<file path="src/rtl/cvbs_pkg.sv">
// ============================================================================
// Module  : cvbs_pkg
// Purpose : Timing constants, levels, region type and helpers for cvbs_syncgen
// Rev     : 1.0  initial release
// ============================================================================
`default_nettype none

package cvbs_pkg;

    localparam int c_CLK_HZ          = 24_000_000;
    localparam int c_LINE_CLKS       = 1536;     // 64 us at 24 MHz
    localparam int c_FPORCH_CLKS     = 40;
    localparam int c_HS_CLKS         = 113;
    localparam int c_BPORCH_CLKS     = 137;
    localparam int c_FIELD_LINES     = 312;
    localparam int c_SSYNC_CLKS      = 48;
    localparam int c_LSYNC_CLKS      = 720;
    localparam int c_PAL_VS_LINES    = 6;
    localparam int c_ACTIVE_FIRST    = 23;
    localparam int c_VEC_LINES       = 24;
    localparam int c_VEC_LSYNC_CLKS  = 672;      // 28 us
    localparam int c_VEC_HS_CLKS     = 257;      // 10.7 us

    localparam logic [5:0] c_BLACK   = 6'd12;

    typedef enum logic [1:0] {
        ST_VSYNC  = 2'd0,
        ST_BLANK  = 2'd1,
        ST_ACTIVE = 2'd2
    } region_t;

    // Level + luma, clamped to full scale rather than wrapping into sync.
    function automatic logic [5:0] sat_add6(input logic [5:0] a, input logic [5:0] b);
        logic [6:0] s;
        s = {1'b0, a} + {1'b0, b};
        return s[6] ? 6'h3f : s[5:0];
    endfunction

endpackage

`default_nettype wire

</file>
<file path="src/rtl/cvbs_timing_cnt.sv">
// ============================================================================
// Module  : cvbs_timing_cnt
// Purpose : ce-gated pixel/line counter pair with a line-wrap strobe
// Rev     : 1.0  initial release
// ============================================================================
`default_nettype none

module cvbs_timing_cnt #(
    parameter int LINE_CLKS   = 1536,
    parameter int FIELD_LINES = 312
) (
    input  logic        clk,
    input  logic        reset,
    input  logic        i_ce,
    output logic [10:0] o_pixel,
    output logic [8:0]  o_line,
    output logic        o_line_wrap
);

    localparam logic [10:0] c_PIX_LAST  = 11'(LINE_CLKS - 1);
    localparam logic [8:0]  c_LINE_LAST = 9'(FIELD_LINES - 1);

    logic [10:0] r_pixel;
    logic [8:0]  r_line;
    logic        w_pix_last;

    assign w_pix_last  = (r_pixel == c_PIX_LAST);
    assign o_line_wrap = i_ce && w_pix_last;
    assign o_pixel     = r_pixel;
    assign o_line      = r_line;

    always_ff @(posedge clk) begin
        if (reset) begin
            r_pixel <= '0;
            r_line  <= '0;
        end else if (i_ce) begin
            if (w_pix_last) begin
                r_pixel <= '0;
                r_line  <= (r_line == c_LINE_LAST) ? '0 : r_line + 9'd1;
            end else begin
                r_pixel <= r_pixel + 11'd1;
            end
        end
    end

endmodule

`default_nettype wire

</file>
<file path="src/rtl/cvbs_syncgen.sv">
// ============================================================================
// Module  : cvbs_syncgen
// Purpose : PAL-style line/field timing master with 6-bit sync-level CVBS out.
//           Define CVBS_SYNCGEN_VECTORSYNC_EN for the Vector-06c vertical scheme.
// Rev     : 1.0  initial release
// ============================================================================
`default_nettype none

module cvbs_syncgen
    import cvbs_pkg::*;
#(
    parameter int LINE_CLKS   = cvbs_pkg::c_LINE_CLKS,
    parameter int FIELD_LINES = cvbs_pkg::c_FIELD_LINES
) (
    input  logic        clk,
    input  logic        reset,
    input  logic        ce,
    input  logic [5:0]  luma_i,
    output logic [5:0]  cvbs_o,
    output logic        hsync_o,
    output logic        vsync_o,
    output logic        porch_o,
    output logic        active_o,
    output logic [8:0]  line_o,
    output logic [10:0] pixel_o
);

`ifdef CVBS_SYNCGEN_VECTORSYNC_EN
    localparam int          c_HS_W       = c_VEC_HS_CLKS;
    localparam logic [8:0]  c_VS_LAST    = 9'(c_VEC_LINES - 1);
    localparam logic [8:0]  c_BLANK_LAST = 9'(c_VEC_LINES + 1);
    localparam logic [10:0] c_VPULSE     = 11'(c_VEC_LSYNC_CLKS);
`else
    localparam int          c_HS_W       = c_HS_CLKS;
    localparam logic [8:0]  c_VS_LAST    = 9'(c_PAL_VS_LINES - 1);
    localparam logic [8:0]  c_BLANK_LAST = 9'(c_ACTIVE_FIRST - 1);
    localparam logic [10:0] c_HALF       = 11'(LINE_CLKS / 2);
    localparam logic [10:0] c_LSYNC      = 11'(c_LSYNC_CLKS);
    localparam logic [10:0] c_SSYNC      = 11'(c_SSYNC_CLKS);
`endif
    localparam logic [10:0] c_HS_START   = 11'(c_FPORCH_CLKS);
    localparam logic [10:0] c_HS_END     = 11'(c_FPORCH_CLKS + c_HS_W);
    localparam logic [10:0] c_BP_END     = 11'(c_FPORCH_CLKS + c_HS_W + c_BPORCH_CLKS);
    localparam logic [8:0]  c_FIELD_LAST = 9'(FIELD_LINES - 1);

    logic [10:0] w_pixel;
    logic [8:0]  w_line;
    logic        w_line_wrap;

    cvbs_timing_cnt #(
        .LINE_CLKS   (LINE_CLKS),
        .FIELD_LINES (FIELD_LINES)
    ) u_cnt (
        .clk         (clk),
        .reset       (reset),
        .i_ce        (ce),
        .o_pixel     (w_pixel),
        .o_line      (w_line),
        .o_line_wrap (w_line_wrap)
    );

    assign pixel_o = w_pixel;
    assign line_o  = w_line;

    region_t     r_state;
    logic [5:0]  r_cvbs;
    logic        r_hs, r_vs, r_porch, r_active;

    logic [5:0]  w_cvbs;
    logic        w_hs, w_vs, w_porch, w_active, w_vpulse;

`ifdef CVBS_SYNCGEN_VECTORSYNC_EN
    assign w_vpulse = (w_pixel < c_VPULSE);
`else
    // Two half-line slots; broad pulses on lines 0-1 and the first half of line 2.
    logic        w_second;
    logic [10:0] w_slot_pos;
    logic [10:0] w_pulse_len;
    assign w_second    = (w_pixel >= c_HALF);
    assign w_slot_pos  = w_second ? (w_pixel - c_HALF) : w_pixel;
    assign w_pulse_len = ((w_line < 9'd2) || ((w_line == 9'd2) && !w_second)) ? c_LSYNC : c_SSYNC;
    assign w_vpulse    = (w_slot_pos < w_pulse_len);
`endif

    always_comb begin
        w_cvbs   = c_BLACK;
        w_hs     = 1'b0;
        w_vs     = 1'b0;
        w_porch  = 1'b0;
        w_active = 1'b0;
        if (r_state == ST_VSYNC) begin
            w_vs = 1'b1;
            w_hs = w_vpulse;
            if (w_vpulse) w_cvbs = 6'd0;
        end else if (w_pixel < c_HS_START) begin
            w_cvbs = c_BLACK;
        end else if (w_pixel < c_HS_END) begin
            w_hs   = 1'b1;
            w_cvbs = 6'd0;
        end else if (w_pixel < c_BP_END) begin
            w_porch = 1'b1;
        end else if (r_state == ST_ACTIVE) begin
            w_active = 1'b1;
            w_cvbs   = sat_add6(c_BLACK, luma_i);
        end
    end

    // Region FSM and registered outputs; the region only moves at a line wrap.
    always_ff @(posedge clk) begin
        if (reset) begin
            r_state  <= ST_VSYNC;
            r_cvbs   <= c_BLACK;
            r_hs     <= 1'b0;
            r_vs     <= 1'b0;
            r_porch  <= 1'b0;
            r_active <= 1'b0;
        end else if (ce) begin
            r_cvbs   <= w_cvbs;
            r_hs     <= w_hs;
            r_vs     <= w_vs;
            r_porch  <= w_porch;
            r_active <= w_active;
            if (w_line_wrap) begin
                case (r_state)
                    ST_VSYNC:  if (w_line == c_VS_LAST)    r_state <= ST_BLANK;
                    ST_BLANK:  if (w_line == c_BLANK_LAST) r_state <= ST_ACTIVE;
                    ST_ACTIVE: if (w_line == c_FIELD_LAST) r_state <= ST_VSYNC;
                    default:                               r_state <= ST_VSYNC;
                endcase
            end
        end
    end

    assign cvbs_o   = r_cvbs;
    assign hsync_o  = r_hs;
    assign vsync_o  = r_vs;
    assign porch_o  = r_porch;
    assign active_o = r_active;

endmodule

`default_nettype wire
</file>
<file path="config.mk">
export PLATFORM = sky130hd
export DESIGN_NAME = cvbs_syncgen
export DESIGN_NICKNAME = d
export VERILOG_FILES = /design/src/rtl/cvbs_pkg.sv /design/src/rtl/cvbs_timing_cnt.sv /design/src/rtl/cvbs_syncgen.sv
export SDC_FILE = /design/constraint.sdc
export NUM_CORES = 1
export LEC_CHECK = 0
export BUFFER_PORTS_ARGS = -buffer_cell sky130_fd_sc_hd__buf_2
export CAP_MARGIN = 20
export CORE_MARGIN = 5
export CORE_UTILIZATION = 54
export DETAILED_ROUTE_END_ITERATION = 16
export PLACE_DENSITY = 0.87
export SLEW_MARGIN = 25
export SYNTH_ARGS = -nofsm -noshare
export SYNTH_HDL_FRONTEND = slang
export SYNTH_SLANG_ARGS = --single-unit
</file>
<file path="constraint.sdc">
create_clock -name clk -period 3.1 [get_ports clk]
set_clock_uncertainty 0.1 [all_clocks]
set_input_delay 0.31 -clock clk [delete_from_list [all_inputs] [get_ports clk]]
set_output_delay 0.31 -clock clk [all_outputs]
set_load 0.05 [all_outputs]
</file>
==> results of run 1 <==
-- layout by cell type, fill, tap and decap left out, types with 3 or more instances in the layout --
cell type and count:
clkbuf_4 5, nor4_1 3, inv_1 12, buf_4 4, dfxtp_1 32, xor2_1 11
a21oi_1 18, and3_1 3, or3_1 3, nor2_1 23, o21ai_1 4, ha_1 11
buf_2 38, nor3_1 5, a31oi_1 3, a21o_1 3, and2_1 4, nand3b_1 3
nand3_1 13, o21ai_0 8, nand4_1 5, nand2_1 21, xnor2_1 5
-- cell families after synthesis --
| family | after synthesis | synth area share (%) |
|---|---|---|
| buffers and inverters | 20 | 4.447 |
| AND/OR/NAND/NOR | 97 | 29.24 |
| AO/OA/AOI/OAI | 47 | 15.77 |
| adder cells (fa/ha/maj) | 11 | 7.412 |
| XOR/XNOR | 16 | 7.547 |
| multiplexers | 2 | 1.078 |
| flip-flops | 32 | 34.50 |
-- power breakdown --
part	switching, W	internal, W
Combinational	0.0000468	0.0000175
Clock	0.000153	0.000168
Sequential	0.00000535	0.000417
Total	0.000206	0.000602
-- how the worst min path moves through the flow --
| stage | from | endpoint |
|---|---|---|
| floorplan | r_state[1]$_SDFFE_PP0P_ | r_state[1]$_SDFFE_PP0P_ |
| global placement | cvbs_o[0]$_SDFFE_PP0P_ | cvbs_o[0]$_SDFFE_PP0P_ |
| detailed placement | cvbs_o[0]$_SDFFE_PP0P_ | cvbs_o[0]$_SDFFE_PP0P_ |
| CTS | luma_i[0] | cvbs_o[0]$_SDFFE_PP0P_ |
| global route | luma_i[0] | cvbs_o[0]$_SDFFE_PP0P_ |
| finish | luma_i[0] | cvbs_o[0]$_SDFFE_PP0P_ |
-- sequential cells by signal, summed over array words and instances (netlist names) --
register / count
r_state: 2
hsync_o: 1
u_cnt.o_pixel: 11
porch_o: 1
u_cnt.o_line: 9
cvbs_o: 6
active_o: 1
vsync_o: 1
-- area by class of cell --
type                            count  area (um^2)
Clock buffer                        5        37.54
Clock inverter                      3        42.54
Fill cell                         317         1160
Inverter                           12        45.04
Multi-Input combinational cell    173         1134
Sequential cell                    32        640.6
Tap cell                           46        57.56
Timing Repair Buffer               42        220.2
-- routing by layer --
layer	vias up	wire length, um
met1	837	2022
met2	59	2024
met5	-	0
met4	0	73
met3	6	325
li1	880	-
-- Yosys cell counts (4+ instances only) --
cell type	instances	area share [%]
nand2_1	21	4.2
o21ai_1	4	1.1
xnor2_1	5	2.4
xor2_1	11	5.2
inv_1	12	2.4
dfxtp_1	32	35
and2_1	4	1.3
nand3_1	13	3.5
a21oi_1	18	4.9
nand4_1	5	1.7
ha_1	11	7.4
nor3_1	5	1.3
o21ai_0	8	2.2
nor2_1	23	4.6
-- through the flow --
step / hold slack, ns / cell area, um^2 / power [W]
5_1_grt: 0.2251 / 2177 / 0.0008334
6_report: 0.2143 / 2177 / 0.0008075
4_1_cts: 0.2034 / 2177 / 0.0008135
3_5_place_dp: 0.3412 / 2097 / 0.0004948
3_3_place_gp: 0.3405 / 2097 / 0.0004934
2_1_floorplan: 0.3630 / 1857 / 0.0004758
-- critical path, stage by stage (launching register included) --
cell and delay, ns:
dfxtp_1 0.43, ha_1 0.27, nor3b_1 0.16, nand3_1 0.13, nand3_1 0.09, a211oi_1 0.32
inv_1 0.14, ha_1 0.34, a21o_1 0.19, a21oi_1 0.15, and4_4 0.25, o221a_2 0.18
==> results_dict.tcl, run 1 <==
set metrics [dict create \
    outcome "complete, no violations" \
    grtUsageMet1_pct 24.26 \
    end_kind "flop" \
    grt_max_degree 19 \
    wl_um 4445 \
    utilization_pct 65.24 \
    wl_per_cell_um 14.20 \
    syn_inst 225 \
    drt_pass1_iterations 4 \
    port_buffers 38 \
    numCtsBuffers 5 \
    fmax_ghz 0.3579 \
    period_minus_slack_ns 2.794 \
    die_h_um 68.64 \
    ctsHtreeMaxLevel 2 \
    drive_gt1_share_pct 22.85 \
    viasPerCell 5.693 \
    clock_latency_ns 0.34 \
    gr-usage-met3_pct 5.024 \
    drcViolationCount 0 \
    async_flop_share_pct 0 \
    critPathKind "reg2reg" \
    diodes 0 \
    final.setup.tns_ns 0 \
    crit-reg2reg-launch "u_cnt.o_pixel[9]$_SDFFE_PP0P_" \
    yosysUniqueCellTypes 45 \
    rsz0062_at_grt "false" \
    overflow 0 \
    pre_cts_ws_ns 0.3361 \
    io_pins 39 \
    tritoncts "done" \
    peakVddDrop_uv 220.1 \
    hold_violations 0 \
    dieArea_um2 4711 \
    numClockSinks 32 \
    coreArea_um2 3337 \
    critPathLaunchType "flop" \
    die_x_um 68.64 \
    ys_ff_latch 32 \
    final_max_slew_viol_count 0 \
    ctsHoldBuffers 0 \
    cp.arrival_ns 2.99 \
    crit_required_ns 3.30 \
    dp_hpwl_um 3269 \
    synth_edf_count 0 \
    reg2reg_to "hsync_o$_SDFFE_PP0P_" \
    drv_cap 0 \
    fin_nets 286 \
    grt_usage_pct 20.45 \
    fin_crit_sh_pct 90.13 \
    tightest_slew_ns 0.5359 \
    ys_warn_count 0 \
    grt_pass1_wl_um 7238 \
    dp.cells 305 \
    p_leak_nw 0.9505 \
    rows 21 \
    layout.cells.non_filler 313 \
    syn_avg_cell_area_um2 8.252 \
    maxSlewHeadroom_pct 64.27 \
    min_path_type "in2reg" \
    synth_ff_type "dfxtp_1" \
    r2r_cells 11 \
    p_per_area_nw_per_um2 370.9 \
    cts_root_buffer "clkbuf_4" \
    worstSetupStartpoint "u_cnt.o_pixel[9]$_SDFFE_PP0P_" \
    yosysSeqAreaShare_pct 34.50 \
    hold_depth 3 \
    cp-endpoint "hsync_o$_SDFFE_PP0P_" \
    cts_setup_buffers 0 \
    grt_util_met2_pct 34.33 \
    grt_busiest_layer "met2" \
    clk_pin_slew_ns 0.10 \
    antenna_found_initial 0 \
    first_iter_violations 114 \
    clk_path_buf_depth 2 \
    r2r_slack_ns 0.31 \
    ctsResizeCount 0 \
    areaGrowthSynthToFinish_pct 17.25 \
    place.gp.congestion 0.9290 \
    finalSetupViolCount 0 \
    path_max_fanout 9 \
    synth_fp_nets 245 \
    dr_total_vias 1782 \
    grt_pass1_vias 1630 \
    timing.final.ws_setup_ns 0.3060 \
    start_util_pct 55.64 \
    netlist_area_um2 1857 \
    ant_nets 0 \
]
No activity file was read; power rests on OpenSTA's default activity.
==> run 2: changes to the inputs <==
--- a/config.mk
+++ b/config.mk
@@ -8,10 +8,12 @@
 export BUFFER_PORTS_ARGS = -buffer_cell sky130_fd_sc_hd__buf_2
 export CAP_MARGIN = 20
 export CORE_MARGIN = 5
-export CORE_UTILIZATION = 54
+export CORE_UTILIZATION = 57
+export CTS_BUF_LIST = sky130_fd_sc_hd__clkbuf_4
 export DETAILED_ROUTE_END_ITERATION = 16
-export PLACE_DENSITY = 0.87
+export PLACE_DENSITY = 0.9
 export SLEW_MARGIN = 25
 export SYNTH_ARGS = -nofsm -noshare
 export SYNTH_HDL_FRONTEND = slang
+export SYNTH_HIERARCHICAL = 1
 export SYNTH_SLANG_ARGS = --single-unit
==> results_dict.tcl, run 2 <==
set metrics [dict create \
    areaGrowthSynthToFinish_pct 17.02 \
    wl_per_cell_um 14.55 \
    rows 21 \
    wl_um 4830 \
    finalSetupViolCount 0 \
    numCtsBuffers 5 \
    yosysSeqAreaShare_pct 33.14 \
    drive_gt1_share_pct 23.43 \
    timing.final.ws_setup_ns 0.1912 \
    port_buffers 38 \
    place.gp.congestion 0.8636 \
    ys_ff_latch 32 \
    critPathBufInv 0 \
    synthTopCellsByArea "dfxtp_1 33%, ha_1 5.2%, o21ai_0 4.9%" \
    crit_slowest_cell "a211o_1" \
    p_per_area_nw_per_um2 318.7 \
    die_h_um 68.24 \
    io_pins 39 \
    fin_nets 302 \
    numClockSinks 32 \
    antenna_found_initial 0 \
    crit_required_ns 3.24 \
    grt_usage_pct 20.61 \
    pre_cts_ws_ns 0.1157 \
    peakVddDrop_uv 207.5 \
    critPathLaunchType "flop" \
    cp.arrival_ns 3.05 \
    coreArea_um2 3311 \
    period_minus_slack_ns 2.909 \
    ctsHtreeMaxLevel 2 \
    synth_area_leader_cell "dfxtp_1" \
    ant_nets 0 \
    p_leak_nw 0.9470 \
    drt_pass1_iterations 5 \
    dr_total_vias 1971 \
    async_flop_share_pct 0 \
    ys_warn_count 6 \
    diodes 0 \
    layout_common_cells "38 x buf_2, 31 x dfxtp_1, 25 x nand2_1" \
    synth_edf_count 0 \
    cts_setup_buffers 0 \
    clk_path_buf_depth 2 \
    outcome "complete, no violations" \
    fin_crit_sh_pct 93.83 \
    clk_pin_slew_ns 0.09 \
    layout_commonest_cell "buf_2" \
    yosysUniqueCellTypes 51 \
    dp_hpwl_um 3423 \
    overflow 0 \
    crit_family "compound AO/OA/AOI/OAI gates" \
    tritoncts "done" \
    first_iter_violations 121 \
    final_max_slew_viol_count 0 \
    yosys-top-cells-count "32 x dfxtp_1, 25 x nand2_1, 22 x nor2_1, 19 x o21ai_0, 15 x a21oi_1" \
    grt_pass1_wl_um 7320 \
    syn_avg_cell_area_um2 8.055 \
    path_max_fanout 4 \
    maxSlewHeadroom_pct 60.29 \
    critPathKind "reg2reg" \
    crit_chain "ha_1 > and4b_1 > nor3b_2 > nand2b_1 > a211o_1 > ha_1 > o21ai_0 > o21ai_0 > o211ai_1 > nand3_1 > a311oi_1" \
    tightest_slew_ns 0.5957 \
    ctsResizeCount 0 \
    clock_latency_ns 0.33 \
    synth_fp_nets 257 \
    fmax_ghz 0.3438 \
    end_kind "flop" \
    slowest_delay_ns 0.36 \
    netlist_area_um2 1933 \
    grt_max_degree 34 \
    start_util_pct 58.39 \
    dieArea_um2 4656 \
    grt_pass1_vias 1711 \
    min_path_type "in2reg" \
    whs_ns 0.1460 \
    viasPerCell 5.937 \
    syn_inst 240 \
    drv_cap 0 \
    synth_top_cell_area_share_pct 33.14 \
    drcViolationCount 0 \
    hold_violations 0 \
    synth_ff_type "dfxtp_1" \
    largest_reg_flops 11 \
    ctsHoldBuffers 0 \
    die_x_um 68.24 \
    utilization_pct 68.33 \
    cts_root_buffer "clkbuf_4" \
    synth.most_common_cell "dfxtp_1" \
]
[run 2: changes by cell type after synthesis, moves of 4 or more]
cell      change
nand2b_1      +6
nand2_1       +4
xor2_1        -8
nor3_1        +8
o21ai_0      +11
inv_1         -7
o21ai_1       -4
[run 2: path summary, 6_finish.rpt]
kind | startpoint | to | slack (ns) | depth (start not counted)
worst min register to register | active_o$_SDFFE_PP0P_ | active_o$_SDFFE_PP0P_ | 0.36 | 2
worst max-delay path | u_cnt/o_pixel[8]$_SDFFE_PP0P_ | hsync_o$_SDFFE_PP0P_ | 0.19 | 11
worst max register to register | u_cnt/o_pixel[8]$_SDFFE_PP0P_ | hsync_o$_SDFFE_PP0P_ | 0.19 | 11
worst min-delay path | luma_i[0] | cvbs_o[0]$_SDFFE_PP0P_ | 0.15 | 3
[run 2: kinds of logic (layout without fill, tap and decap cells)]
family	after synthesis	after routing	share of synthesized area (%)
AND/OR/NAND/NOR	123	123	35.60
AO/OA/AOI/OAI	52	52	16.76
flip-flops	32	32	33.14
buffers and inverters	13	59	3.495
adder cells (fa/ha/maj)	8	8	5.178
XOR/XNOR	7	7	3.172
multiplexers	5	5	2.654
[run 2: metrics by stage]
| step | cell area, um^2 | std cells | setup TNS, ns | total power (W) |
|---|---|---|---|---|
| final | 2262 | 332 | 0 | 0.0007209 |
| after detailed placement | 2188 | 324 | 0 | 0.0004948 |
| after floorplan | 1933 | 240 | 0 | 0.0004742 |
| after global placement | 2188 | 324 | 0 | 0.0004933 |
| after global routing | 2262 | 332 | -0.002218 | 0.0007552 |
| after CTS | 2245 | 332 | 0 | 0.0007294 |
[run 2: worst register-to-register path, delay by kind of cell (launching register included)]
kind | cells | cell delay [ns]
compound gates | 5 | 1.18
fa+ha+maj | 2 | 0.53
flops | 1 | 0.32
simple gates | 4 | 0.70
[run 2: power breakdown]
part / switching [W] / internal, W
registers: 0.00000437 / 0.000416
clock network: 0.000131 / 0.000105
logic: 0.0000456 / 0.0000190
total: 0.000181 / 0.000540
[run 2: layout make-up]
cell class	instances	area, um^2
well taps	46	57.56
repair buffers	45	242.7
fillers	289	1049
clock buffers	7	52.55
clock inverters	1	3.754
multi-input cells	195	1241
flip-flops and latches	32	641.9
inverters	6	22.52
[run 2: routing by layer]
metal	up-vias	GRT usage, %	part of all wire (%)
met5	-	0	0
met2	80	36.94	50
met3	4	4.926	6.7
met1	907	23.85	43
li1	980	-	-
met4	0	6.700	0.60
